===== src/rtl/bin_to_bcd_7seg_seq.sv =====
`default_nettype none
// ============================================================================
// Module   : bin_to_bcd_7seg_seq
// Function : Serial double-dabble binary-to-BCD converter driving N active-low
//            7-segment digits, one input bit per clock.
// Options  : define LEADING_ZERO_BLANK_EN to blank leading zero digits.
// Revision : 1.0 - initial release
// ============================================================================
module bin_to_bcd_7seg_seq #(
  parameter int W = 8,
  parameter int N = 3
) (
  input  logic             clk,
  input  logic             reset,
  input  logic             start,
  input  logic [W-1:0]     bin_in,
  output logic             busy,
  output logic             done,
  output logic             overflow,
  output logic [4*N-1:0]   bcd_out,
  output logic [7*N-1:0]   hex_out
);

  localparam int             CW      = $clog2(W + 1);
  localparam logic [CW-1:0]  C_W     = CW'(W);
  localparam logic [CW-1:0]  C_ONE   = CW'(1);
  localparam logic [0:0]     S_IDLE  = 1'b0;
  localparam logic [0:0]     S_SHIFT = 1'b1;

  function automatic logic [6:0] seg7(input logic [3:0] d);
    case (d)
      4'd0:    seg7 = 7'b1000000;
      4'd1:    seg7 = 7'b1111001;
      4'd2:    seg7 = 7'b0100100;
      4'd3:    seg7 = 7'b0110000;
      4'd4:    seg7 = 7'b0011001;
      4'd5:    seg7 = 7'b0010010;
      4'd6:    seg7 = 7'b0000010;
      4'd7:    seg7 = 7'b1111000;
      4'd8:    seg7 = 7'b0000000;
      4'd9:    seg7 = 7'b0010000;
      default: seg7 = 7'b1111111;
    endcase
  endfunction

  // Overflow dashes win over blanking; digit 0 is never blanked.
  function automatic logic [7*N-1:0] render(input logic [4*N-1:0] bcd,
                                            input logic           ovf);
    logic [7*N-1:0] r;
`ifdef LEADING_ZERO_BLANK_EN
    logic lead;
    lead = 1'b1;
`endif
    r = '0;
    for (int i = N - 1; i >= 0; i--) begin
`ifdef LEADING_ZERO_BLANK_EN
      lead = lead && (bcd[4*i +: 4] == 4'd0);
`endif
      if (ovf)
        r[7*i +: 7] = 7'b0111111;
`ifdef LEADING_ZERO_BLANK_EN
      else if (lead && (i > 0))
        r[7*i +: 7] = 7'b1111111;
`endif
      else
        r[7*i +: 7] = seg7(bcd[4*i +: 4]);
    end
    return r;
  endfunction

  logic [0:0]     state_q,   state_d;
  logic [CW-1:0]  cnt_q,     cnt_d;
  logic [W-1:0]   shift_q,   shift_d;
  logic [4*N-1:0] scratch_q, scratch_d;
  logic           ovf_q,     ovf_d;
  logic           done_q,    done_d;
  logic           overflow_q, overflow_d;
  logic [4*N-1:0] bcd_q,     bcd_d;
  logic [7*N-1:0] hex_q,     hex_d;

  logic [4*N-1:0] adj;
  logic [4*N-1:0] scratch_sh;
  logic           ovf_sh;

  for (genvar i = 0; i < N; i++) begin : g_add3
    assign adj[4*i +: 4] = (scratch_q[4*i +: 4] >= 4'd5) ?
                           (scratch_q[4*i +: 4] + 4'd3) : scratch_q[4*i +: 4];
  end

  // A carry out of the top digit means the value no longer fits in N digits.
  assign scratch_sh = {adj[4*N-2:0], shift_q[W-1]};
  assign ovf_sh     = ovf_q | adj[4*N-1];

  always_comb begin
    state_d    = state_q;
    cnt_d      = cnt_q;
    shift_d    = shift_q;
    scratch_d  = scratch_q;
    ovf_d      = ovf_q;
    done_d     = 1'b0;
    overflow_d = overflow_q;
    bcd_d      = bcd_q;
    hex_d      = hex_q;
    case (state_q)
      S_IDLE: begin
        if (start) begin
          shift_d   = bin_in;
          scratch_d = '0;
          ovf_d     = 1'b0;
          cnt_d     = C_W;
          state_d   = S_SHIFT;
        end
      end
      S_SHIFT: begin
        shift_d   = shift_q << 1;
        scratch_d = scratch_sh;
        ovf_d     = ovf_sh;
        cnt_d     = cnt_q - C_ONE;
        if (cnt_q == C_ONE) begin
          state_d    = S_IDLE;
          done_d     = 1'b1;
          overflow_d = ovf_sh;
          bcd_d      = scratch_sh;
          hex_d      = render(scratch_sh, ovf_sh);
        end
      end
      default: state_d = S_IDLE;
    endcase
  end

  always_ff @(posedge clk) begin
    if (reset) begin
      state_q    <= S_IDLE;
      cnt_q      <= '0;
      shift_q    <= '0;
      scratch_q  <= '0;
      ovf_q      <= 1'b0;
      done_q     <= 1'b0;
      overflow_q <= 1'b0;
      bcd_q      <= '0;
      hex_q      <= render('0, 1'b0);
    end else begin
      state_q    <= state_d;
      cnt_q      <= cnt_d;
      shift_q    <= shift_d;
      scratch_q  <= scratch_d;
      ovf_q      <= ovf_d;
      done_q     <= done_d;
      overflow_q <= overflow_d;
      bcd_q      <= bcd_d;
      hex_q      <= hex_d;
    end
  end

  assign busy     = (state_q == S_SHIFT);
  assign done     = done_q;
  assign overflow = overflow_q;
  assign bcd_out  = bcd_q;
  assign hex_out  = hex_q;

endmodule
`default_nettype wire


===== config.mk =====
export PLATFORM = sky130hd
export DESIGN_NAME = bin_to_bcd_7seg_seq
export DESIGN_NICKNAME = d
export VERILOG_FILES = /design/src/rtl/bin_to_bcd_7seg_seq.sv
export SDC_FILE = /design/constraint.sdc
export NUM_CORES = 1
export LEC_CHECK = 0
export CORE_ASPECT_RATIO = 0.6
export CORE_MARGIN = 2
export CORE_UTILIZATION = 42
export CTS_BUF_LIST = sky130_fd_sc_hd__clkbuf_16
export DETAILED_ROUTE_END_ITERATION = 6
export GPL_TIMING_DRIVEN = 0
export SYNTH_ARGS = -nofsm -noshare
export SYNTH_HDL_FRONTEND = slang
export SYNTH_SLANG_ARGS = --single-unit
export TNS_END_PERCENT = 100

===== constraint.sdc =====
create_clock -name clk -period 3.2 [get_ports clk]
set_input_delay 0.64 -clock clk [delete_from_list [all_inputs] [get_ports clk]]
set_output_delay 0.64 -clock clk [all_outputs]
set_load 0.02 [all_outputs]

; ---- Yosys cells after proc, flatten, opt, wreduce, memory -nomap -nowiden
; Memories as Yosys holds them, arrays and structs flattened.
; Cells that the tools add are included.
[classes]
n_bitwise = 2
mux = 18
addsub = 4
mul = 0
div = 0
order_cmp = 3
eq_ne = 2
reduce_logical = 2
shift = 0
[op_table]
columns = op, n
row1 = 12-bit case mux with 2 select lines, 1
row2 = 7-bit two-way mux, 3
row3 = 4-bit two-way mux, 4
row4 = 8-bit case mux with 2 select lines, 1
row5 = "4-bit by 2-bit adder with 4-bit output, second input constant", 3
row6 = "4-bit by 3-bit >= comparator with 1-bit output, second input constant", 3
row7 = 12-bit two-way mux, 1
row8 = 8-bit two-way mux, 1
row9 = 4-bit case mux with 2 select lines, 1
row10 = "4-bit by 1-bit equality test with 1-bit output, second input constant", 1
row11 = 1-bit two-way mux, 4
row12 = 1-bit case mux with 2 select lines, 2
row13 = "4-bit by 1-bit subtractor with 4-bit output, second input constant", 1
row14 = "2-bit != test, second input constant", 1
row15 = 2-bit AND reduction, 1
row16 = 2-bit OR reduction, 1
row17 = 1-bit inverter, 1
row18 = 1-bit OR, 1
[totals]
register_bits = 61
latchBits = 0
ramBits = 0
word_cells = 43
rom_bits = 336
in_bits = 11
output_inout_bits = 36
n_memories = 3
[mem_list]
columns = name, depth, width, read_ports, rd_clocked_by_memory_dff, write_ports, line
row1 = (name not given), 16, 7, 1, 0, 0, 31  ; case (d)
row2 = (name not given), 16, 7, 1, 0, 0, 31
row3 = (name not given), 16, 7, 1, 0, 0, 31

; ---- Depth between registers and ports, before layout
; Gate-level depths: netlist (run 1).
[depth]
ltp_word = 4
depth_mapped = 10
depth_no_buf = 10

; ---- Worst setup path after synthesis (run 1)
; OpenSTA, ideal clock, no wires.
[synth_timing]
kind = register -> register
from = register scratch_q[4]
to = register hex_q[17] (netlist: hex_out[17])
n_path_buf = 0
required_time_ns = 3.112
synth_period_minus_slack_ns = 2.346
slack_ns = 0.854
setup_time_ns = 0.088
arrival_time_ns = 2.258
path_stages_with_launch = 10
cell_sequence = dfxtp_1 -> inv_1 -> ha_1 -> nor2b_4 -> or3_4 -> and2_4 -> inv_1 -> ha_1 -> or3_1 -> a311oi_2
[synth_between]
elab_chain_len = 4
elab_cells_between_ends = 5
classes_between = add/sub: 1 / order compare: 1 / mux: 2 / memory: 1
[synth_rtl]
columns = element, line
row1 = start: declaration, 74  ; logic [4*N-1:0] scratch_q, scratch_d;
row2 = start signal: assignment, 146  ; scratch_q <= scratch_d;
row3 = 4-bit by 2-bit adder with 4-bit output / 4-bit by 3-bit >= comparator with 1-bit output (equally long branches), "87, 86"
row4 = 4-bit two-way mux *, 86  ; assign adj[4*i +: 4] = (scratch_q[4*i +: 4] >= 4'd5) ?
row5 = memory read 16 x 7 bit *, --
row6 = 7-bit two-way mux *, 59  ; if (ovf)
row7 = end signal: assignment, 141  ; hex_q <= render('0, 1'b0);
row8 = end: declaration, 79  ; logic [7*N-1:0] hex_q, hex_d;
; Every way passes the cells marked *; elsewhere a longest branch is shown, timed or not.
; A chain may end at the register's enable or synchronous reset.

; ---- Worst setup path in the final report (run 1)
[layout_timing]
from = register scratch_q[0]
to = register hex_q[1] (netlist: hex_out[1])
; Same word-level chain as after synthesis.

==> results.cfg, run 1 <==
[finish]
layout-drive-gt1-share_pct = 6.44
area_growth_pct = 26.4
fin_area_mm2 = 0.00403
fin_nets = 473
n_antenna_cell = 0
fin_cells = 554
final.fill_count = 687

[placement]
dp_hpwl_mm = 6.11
dpl_cell_area_mm2 = 0.00375
numPortBuffers = 44
routabilityCongestion = 0.898
placed_cells = 540

[critical_path]
slowest_stage = a2bb2oi_1
cp-startpoint = scratch_q[0]
end_kind = flop
rrSetupSlack_ns = 0.55
crit_arrival_ns = 2.89
path_depth = 8
rr_endpoint = hex_out[1]
crit_chain = inv_1, ha_1, nor2b_1, a2bb2oi_1, and2_1, ha_1, or3_1, a211oi_1
worstSetupPathType = reg2reg
cp_common_cell = ha_1
critPathMaxFanout = 6
cp_top_family = simple AND/OR/NAND/NOR gates
critical_path_buf_inv_count = 1
cpPeakStageDelay_ns = 0.38
rr_worst_depth = 8
crit_end = hex_out[1]
cp.required_ns = 3.44
crit_path_start_kind = flop
regToRegStartpoint = scratch_q[0]

[clock_tree]
tritoncts = built
ctsHoldBuffers = 0
cts_setup_buffers = 0
clkSinkCount = 61
numCtsBuffers = 9
clk_latency_ns = 0.33
root_buffer = clkbuf_16
path_clk_slew_ns = 0.05
cts_resized = 0
clockBufferDepth = 2
cts.htree.levels = 3

[timing]
finalCriticalPeriod_ns = 2.65
finClkSkew_ns = 0.00497
clock.fmax_mhz = 378
setup_viol = 0
tightest_slew_ns = 0.737
period_share_pct = 82.7
fin_hold_ws_ns = 0.451
slew_violations = 0
maxSlewHeadroom_pct = 50.8
finalSetupTns_ns = 0
hold_viol = 0
rsz0062_at_grt = false

[yosys]
yosysTopAreaCell = dfxtp_1
yosysWarningCount = 0
syn_nets = 418
ys_types = 58
async_flop_share_pct = 0
syn_area_mm2 = 0.00318
synth-edff-count = 0
synth_flop_cell = dfxtp_1
ys_seq_area_share_pct = 38.3
synth.top_cells.by_count = nor2_1, dfxtp_1, a21oi_1, nand2_1
ys_ff_latch = 61
synth_top_area_share_pct = 38.3
netlist_instances = 392
syn-mean-instance-area_um2 = 8.12
synth_area_leaders = dfxtp_1, nor2_1, ha_1
synth.most_common_cell = nor2_1

[detailed_routing]
ant_nets = 0
drt_pass1_iterations = 5
drtIter0Drc = 232
wirelength_mm = 8.74
vias = 3004
drcViolationCount = 0
wl_per_cell_um = 15.8
via_per_inst = 5.42

[floorplanning]
fp.dieW_um = 116
initial_utilization_pct = 43.6
die_area_mm2 = 0.00832
die_h_um = 71.4
core-area_mm2 = 0.00730
ios = 47
rows = 24

[grt]
antenna_found_initial = 0
grtUsageMet3_pct = 6.18
grt_max_degree = 11
gr-usage-met1_pct = 35.0
top_usage_layer = met1
grt_remaining_overflow = 0
grt_pass1_vias = 2811
track_usage_pct = 22.9
grt_pass1_wl_mm = 14.5
met2_usage_pct = 31.2

[power_and_ir_drop]
leakage_uw = 0.00141
ir_drop_mv = 0.292
power_density_mw_per_mm2 = 469

[worst_hold_path]
hp-class = reg2reg

[status]
status = complete, no violations

[job]
max_cap_viol_count = 0
==> metal layers <==
layer / part of all wire (%) / vias to the layer above
met4: 1.7 / 0
met5: 0 / -
met3: 6.7 / 13
met2: 40 / 99
met1: 51 / 1386
li1: - / 1506
==> placed cells by master, fill, tap and decap left out, types with 2 or more instances in the layout <==
cell type / Yosys / final
clkinv_1: 0 / 3
a211oi_2: 3 / 3
nand2_1: 29 / 29
nand4_1: 2 / 2
clkbuf_16: 0 / 9
clkbuf_1: 15 / 15
a32o_1: 2 / 2
nor2_1: 64 / 64
nor3_1: 16 / 16
nand2b_1: 6 / 6
dfxtp_1: 61 / 61
ha_1: 15 / 15
a21oi_1: 37 / 37
clkdlybuf4s50_1: 0 / 44
o21ai_1: 9 / 9
buf_2: 4 / 4
a211oi_1: 16 / 16
nor3b_1: 5 / 5
and2_1: 5 / 5
nand3b_1: 2 / 2
a21boi_1: 4 / 4
a211o_1: 2 / 2
mux2i_1: 9 / 9
inv_1: 15 / 16
o211ai_1: 5 / 5
or3_1: 8 / 8
o21a_1: 3 / 3
a2bb2oi_1: 3 / 3
o21ai_0: 9 / 9
or2_2: 2 / 2
buf_1: 4 / 4
nor2b_1: 2 / 2
a311oi_1: 4 / 4
nand3_1: 4 / 4
==> metrics by stage <==
stage | setup slack, ns | power (uW) | util (%)
after detailed placement | 0.611 | 992 | 51.5
after global routing | 0.314 | 1960 | 55.2
after global placement | 0.585 | 989 | 51.5
after CTS | 0.589 | 1910 | 55.2
final | 0.553 | 1890 | 55.2
after floorplan | 0.854 | 922 | -
==> cell type report <==
| class | count | area (um2) | area share [%] |
|---|---|---|---|
| clock inverters | 5 | 45.0 | 1.12 |
| multi-input cells | 292 | 1800 | 44.8 |
| clock buffers | 9 | 225 | 5.60 |
| flip-flops and latches | 61 | 1220 | 30.3 |
| well taps | 104 | 130 | 3.23 |
| inverters | 15 | 56.3 | 1.40 |
| plain buffers | 24 | 103 | 2.55 |
| repair buffers | 44 | 440 | 10.9 |
==> power by group <==
| group | total, uW | internal, uW | switching, uW |
|---|---|---|---|
| clock | 910 | 582 | 328 |
| combinational | 175 | 71.7 | 103 |
| sequential | 802 | 785 | 17.5 |
==> tightest hold or removal path, cell delays in order (launching register included) <==
cell and delay (ns):
dfxtp_1 0.30, nand2_1 0.05, a21oi_1 0.05
==> sequential cells by signal (all words and copies together), names as in the netlist <==
name	flops
hex_out	21
bcd_out	12
scratch_q	12
shift_q	8
cnt_q	4
busy	1
done	1
overflow	1
ovf_q	1
==> how the worst min path moves through the flow <==
stage,from,endpoint,slack (ns),cells after the start
2_1_floorplan,ovf_q,ovf_q,0.45,2
3_3_place_gp,bcd_out[2],bcd_out[2],0.44,2
3_5_place_dp,bcd_out[0],bcd_out[0],0.45,2
4_1_cts,bcd_out[0],bcd_out[0],0.46,2
5_1_grt,bcd_out[1],bcd_out[1],0.49,2
6_report,bcd_out[0],bcd_out[0],0.45,2
==> cells by family (layout without fill, tap and decap cells) <==
family / count (synthesis) / after routing / synth area share (%)
simple gates: 156 / 156 / 23.8
compound gates: 110 / 110 / 23.1
flops: 61 / 61 / 38.3
buf+inv: 39 / 97 / 4.99
fa+ha+maj: 15 / 15 / 5.89
mux: 10 / 10 / 3.18
xor+xnor: 1 / 1 / 0.707
Note: power is estimated with default switching activity, not from simulation.
==> run 2: changes to the inputs <==
==> constraint.sdc (replaced) <==
create_clock -name clk -period 2.7 [get_ports clk]
set_input_delay 0.54 -clock clk [delete_from_list [all_inputs] [get_ports clk]]
set_output_delay 0.54 -clock clk [all_outputs]
set_load 0.02 [all_outputs]
==> results.cfg, run 2 (same netlist as run 1, synthesis figures left out) <==
[grt]
grt_pass1_wl_mm = 14.5
met2_usage_pct = 31.2
grt_max_degree = 11
gr-usage-met1_pct = 35.0
track_usage_pct = 22.9
antenna_found_initial = 0
grt_pass1_vias = 2811
top_usage_layer = met1
grtUsageMet3_pct = 6.18
grt_remaining_overflow = 0

[critical_path]
cp.required_ns = 2.94
path_depth = 8
critPathMaxFanout = 6
worstSetupPathType = reg2reg
crit_arrival_ns = 2.82
crit_path_start_kind = flop
cp_top_family = simple AND/OR/NAND/NOR gates
regToRegStartpoint = scratch_q[0]
rr_worst_depth = 8
crit_chain = inv_1, ha_1, nor2b_1, o21ai_1, and2_1, ha_1, or3_1, a211oi_1
critical_path_buf_inv_count = 1
end_kind = flop
rr_endpoint = hex_out[1]
cp_common_cell = ha_1
rrSetupSlack_ns = 0.12
cpPeakStageDelay_ns = 0.44
slowest_stage = dfxtp_1

[power_and_ir_drop]
power_density_mw_per_mm2 = 554
finalPower_uw = 2240
leakage_uw = 0.00141
ir_drop_mv = 0.346

[placement]
numPortBuffers = 44
placed_cells = 540
dp_hpwl_mm = 6.11
routabilityCongestion = 0.898

[timing]
slew_violations = 0
finalCriticalPeriod_ns = 2.58
tightest_slew_ns = 0.733
hold_viol = 0
fin_hold_ws_ns = 0.450
clock.fmax_mhz = 388
finalSetupTns_ns = 0
rsz0062_at_grt = false
setup_viol = 0
period_share_pct = 95.6
finClkSkew_ns = 0.00688
maxSlewHeadroom_pct = 51.2

[finish]
layout_common_cells = nor2_1, dfxtp_1, clkdlybuf4s50_1, a21oi_1, nand2_1
area_growth_pct = 26.8
layout-drive-gt1-share_pct = 7.11
final.fill_count = 685
largest_register_ffs = 21
n_antenna_cell = 0
fin_nets = 473
fin_cells = 554
layout_commonest_cell = nor2_1

[detailed_routing]
drtIter0Drc = 229
via_per_inst = 5.42
wl_per_cell_um = 15.7
ant_nets = 0
wirelength_mm = 8.72
vias = 3005
drt_pass1_iterations = 5
drcViolationCount = 0

[clock_tree]
tritoncts = built
cts_setup_buffers = 0
cts_resized = 0
path_clk_slew_ns = 0.05
root_buffer = clkbuf_16
clockBufferDepth = 2
cts.htree.levels = 3
clkSinkCount = 61
ctsHoldBuffers = 0
clk_latency_ns = 0.33
numCtsBuffers = 9

[worst_hold_path]
min_to = bcd_out[0]
hold_path_depth = 2
hold_start = bcd_out[0]
hp-class = reg2reg

[floorplanning]
core-area_mm2 = 0.00730
die_area_mm2 = 0.00832
ios = 47
die_h_um = 71.4
initial_utilization_pct = 43.6
fp.dieW_um = 116
rows = 24

[job]
max_cap_viol_count = 0

[status]
status = complete, no violations
run 2: changes by cell type in the layout (fill, tap and decap cells not counted):
cell / change
a21oi_2: +1
a2bb2oi_2: +1
nor2_1: -1
nor2_2: +1
a2bb2oi_1: -1
a21oi_1: -1
run 2: routing by layer:
layer  share of wire, %  wire length, um
met1                 52             4500
met2                 40             3480
met3                6.9              601
met5                  0                0
met4                1.6              143
run 2: layout make-up:
class,instances,area (um2),area share (%)
inverter,15,56.3,1.39
clock buffer,9,225,5.58
multi-input combinational,292,1820,45.0
buffer,24,103,2.54
sequential,61,1220,30.2
clock inverter,5,45.0,1.12
tap,104,130,3.22
timing repair buffer,44,440,10.9
run 2: metrics by stage:
step | setup slack, ns | util [%] | cell area (um2)
after global routing | 0.00860 | 55.3 | 4040
after CTS | 0.0891 | 55.2 | 4030
after detailed placement | 0.111 | 51.5 | 3750
after global placement | 0.0851 | 51.5 | 3750
final | 0.119 | 55.3 | 4040
after floorplan | 0.354 | - | 3180
run 2: worst max-delay path by stage:
| stage | from | endpoint | slack [ns] |
|---|---|---|---|
| finish | scratch_q[0] | hex_out[1] | 0.12 |
| detailed placement | scratch_q[0] | hex_out[12] | 0.11 |
| global route | scratch_q[0] | hex_out[1] | 0.009 |
| CTS | scratch_q[0] | hex_out[1] | 0.09 |
| floorplan | scratch_q[4] | hex_out[17] | 0.35 |
| global placement | scratch_q[0] | hex_out[12] | 0.09 |
run 2: power by group:
group          switching, uW  internal (uW)  leakage [uW]
logic                    122           85.2      0.000784
registers               20.8            930      0.000495
clock network            390            689      0.000135
total                    533           1700       0.00141
run 2: worst reg2reg max path: stages, from the launching register on:
cell      delay (ns)
dfxtp_1         0.44
inv_1           0.12
ha_1            0.24
nor2b_1         0.19
o21ai_1         0.30
and2_1          0.31
ha_1            0.30
or3_1           0.38
a211oi_1        0.22
==> run 3: changes to the inputs <==
--- a/config.mk
+++ b/config.mk
@@ -11,6 +11,7 @@
 export CTS_BUF_LIST = sky130_fd_sc_hd__clkbuf_16
 export DETAILED_ROUTE_END_ITERATION = 6
 export GPL_TIMING_DRIVEN = 0
+export PLACE_DENSITY = 0.67
 export SYNTH_ARGS = -nofsm -noshare
 export SYNTH_HDL_FRONTEND = slang
 export SYNTH_SLANG_ARGS = --single-unit
==> constraint.sdc (replaced) <==
create_clock -name clk -period 2.35 [get_ports clk]
set_input_delay 0.47 -clock clk [delete_from_list [all_inputs] [get_ports clk]]
set_output_delay 0.47 -clock clk [all_outputs]
set_load 0.02 [all_outputs]
==> results.cfg, run 3 (same netlist as run 1, synthesis figures left out) <==
[floorplanning]
core-area_mm2 = 0.00730
die_h_um = 71.4
die_area_mm2 = 0.00832
initial_utilization_pct = 43.6
fp.dieW_um = 116
rows = 24
ios = 47

[clock_tree]
clk_latency_ns = 0.33
clkSinkCount = 61
cts.htree.levels = 3
tritoncts = built
clockBufferDepth = 2
ctsHoldBuffers = 0
path_clk_slew_ns = 0.05
numCtsBuffers = 9
root_buffer = clkbuf_16

[critical_path]
slowest_stage = or3_1
cp.required_ns = 2.60
worstSetupPathType = reg2reg
regToRegStartpoint = scratch_q[4]
crit_path_start_kind = flop
critPathMaxFanout = 6
crit_chain = inv_1, ha_2, nor2b_4, a2bb2oi_1, and2_4, ha_1, or3_1, a211oi_2
end_kind = flop
rrSetupSlack_ns = 0.02
rr_endpoint = hex_out[8]
critical_path_buf_inv_count = 1
crit_arrival_ns = 2.58
rr_worst_depth = 8
cp_top_family = simple AND/OR/NAND/NOR gates
cpPeakStageDelay_ns = 0.41

[grt]
track_usage_pct = 21.7
grt_pass1_wl_mm = 13.7
grt_pass1_vias = 2748
grt_max_degree = 11
antenna_found_initial = 0
grt_remaining_overflow = 0

[detailed_routing]
ant_nets = 0
wirelength_mm = 8.68
via_per_inst = 5.42
vias = 3045
drt_pass1_iterations = 4
drtIter0Drc = 165
wl_per_cell_um = 15.5
drcViolationCount = 0

[placement]
dpl_cell_area_mm2 = 0.00375
routabilityCongestion = 0.909
numPortBuffers = 44
placed_cells = 540
dp_hpwl_mm = 5.94
post-place-ws_ns = -0.185

[timing]
hold_viol = 0
tightest_slew_ns = 0.734
clock.fmax_mhz = 429
period_share_pct = 99.2
fin_ws_ns = 0.0186
maxSlewHeadroom_pct = 51.1
slew_violations = 0
setup_viol = 0
finalSetupTns_ns = 0
rsz0062_at_grt = true
finalCriticalPeriod_ns = 2.33
finClkSkew_ns = 0.00437

[finish]
fin_cells = 562
multi_input_area_mm2 = 0.00190
fin_area_mm2 = 0.00422
regArea_mm2 = 0.00123
final.fill_count = 680
largest_register_ffs = 21
n_antenna_cell = 0
area_growth_pct = 32.7
layout_commonest_cell = nor2_1
layout_common_cells = nor2_1, dfxtp_1, clkdlybuf4s50_1, a21oi_1, nand2_1
layout-drive-gt1-share_pct = 14.0
fin_nets = 479

[worst_hold_path]
hold_path_depth = 2
hold_start = bcd_out[6]
hp-class = reg2reg
min_to = bcd_out[6]

[status]
status = complete, no violations

[power_and_ir_drop]
power_density_mw_per_mm2 = 638
leakage_uw = 0.00149
ir_drop_mv = 0.423

[job]
max_cap_viol_count = 0
## run 3: per-layer routing
layer / routed length [um] / GRT usage [%] / vias up
met5: 0 / 0 / -
met4: 109 / 5.82 / 0
met3: 649 / 7.28 / 11
met2: 3610 / 30.2 / 87
met1: 4320 / 32.1 / 1435
li1: - / - / 1512
## run 3: how the worst max path moves through the flow
stage                 start           to  slack [ns]  cells after the start
3_5_place_dp   scratch_q[0]  hex_out[12]       -0.18                     10
2_1_floorplan  scratch_q[4]  hex_out[17]       0.004                      9
3_3_place_gp   scratch_q[0]   hex_out[1]       -0.16                      8
6_report       scratch_q[4]   hex_out[8]        0.02                      8
5_1_grt        scratch_q[5]   hex_out[8]       -0.07                      8
4_1_cts        scratch_q[4]  hex_out[17]       0.009                      9
## run 3: power by group
part | switching, uW | internal (uW)
combinational | 141 | 100
sequential | 23.7 | 1070
clock | 454 | 910
## run 3: through the flow
step	total power [uW]	utilization (%)	hold slack [ns]
2_1_floorplan	1250	-	0.451
6_report	2690	57.9	0.456
5_1_grt	2790	57.9	0.480
4_1_cts	2710	56.3	0.458
3_3_place_gp	1340	51.5	0.446
3_5_place_dp	1350	51.5	0.449
## run 3: final cells by class
cell class | count | share of cell area, %
Clock inverter | 7 | 1.90
Inverter | 15 | 1.39
Multi-Input combinational cell | 292 | 45.1
Clock buffer | 9 | 5.33
Tap cell | 104 | 3.08
Buffer | 24 | 2.55
Timing Repair Buffer | 50 | 11.5
Sequential cell | 61 | 29.2
## run 3: timing repair
item / 4_1_cts / 5_1_grt
pin swaps: 1 / 6
endpoints found under the setup margin: 12 / 25
setup buffers: 0 / 6
gates resized for setup: 19 / 21
## run 3: tightest hold or removal path: stages, from the launching register on
cell     delay (ns)
dfxtp_1        0.30
nand2_1        0.05
a21oi_1        0.05
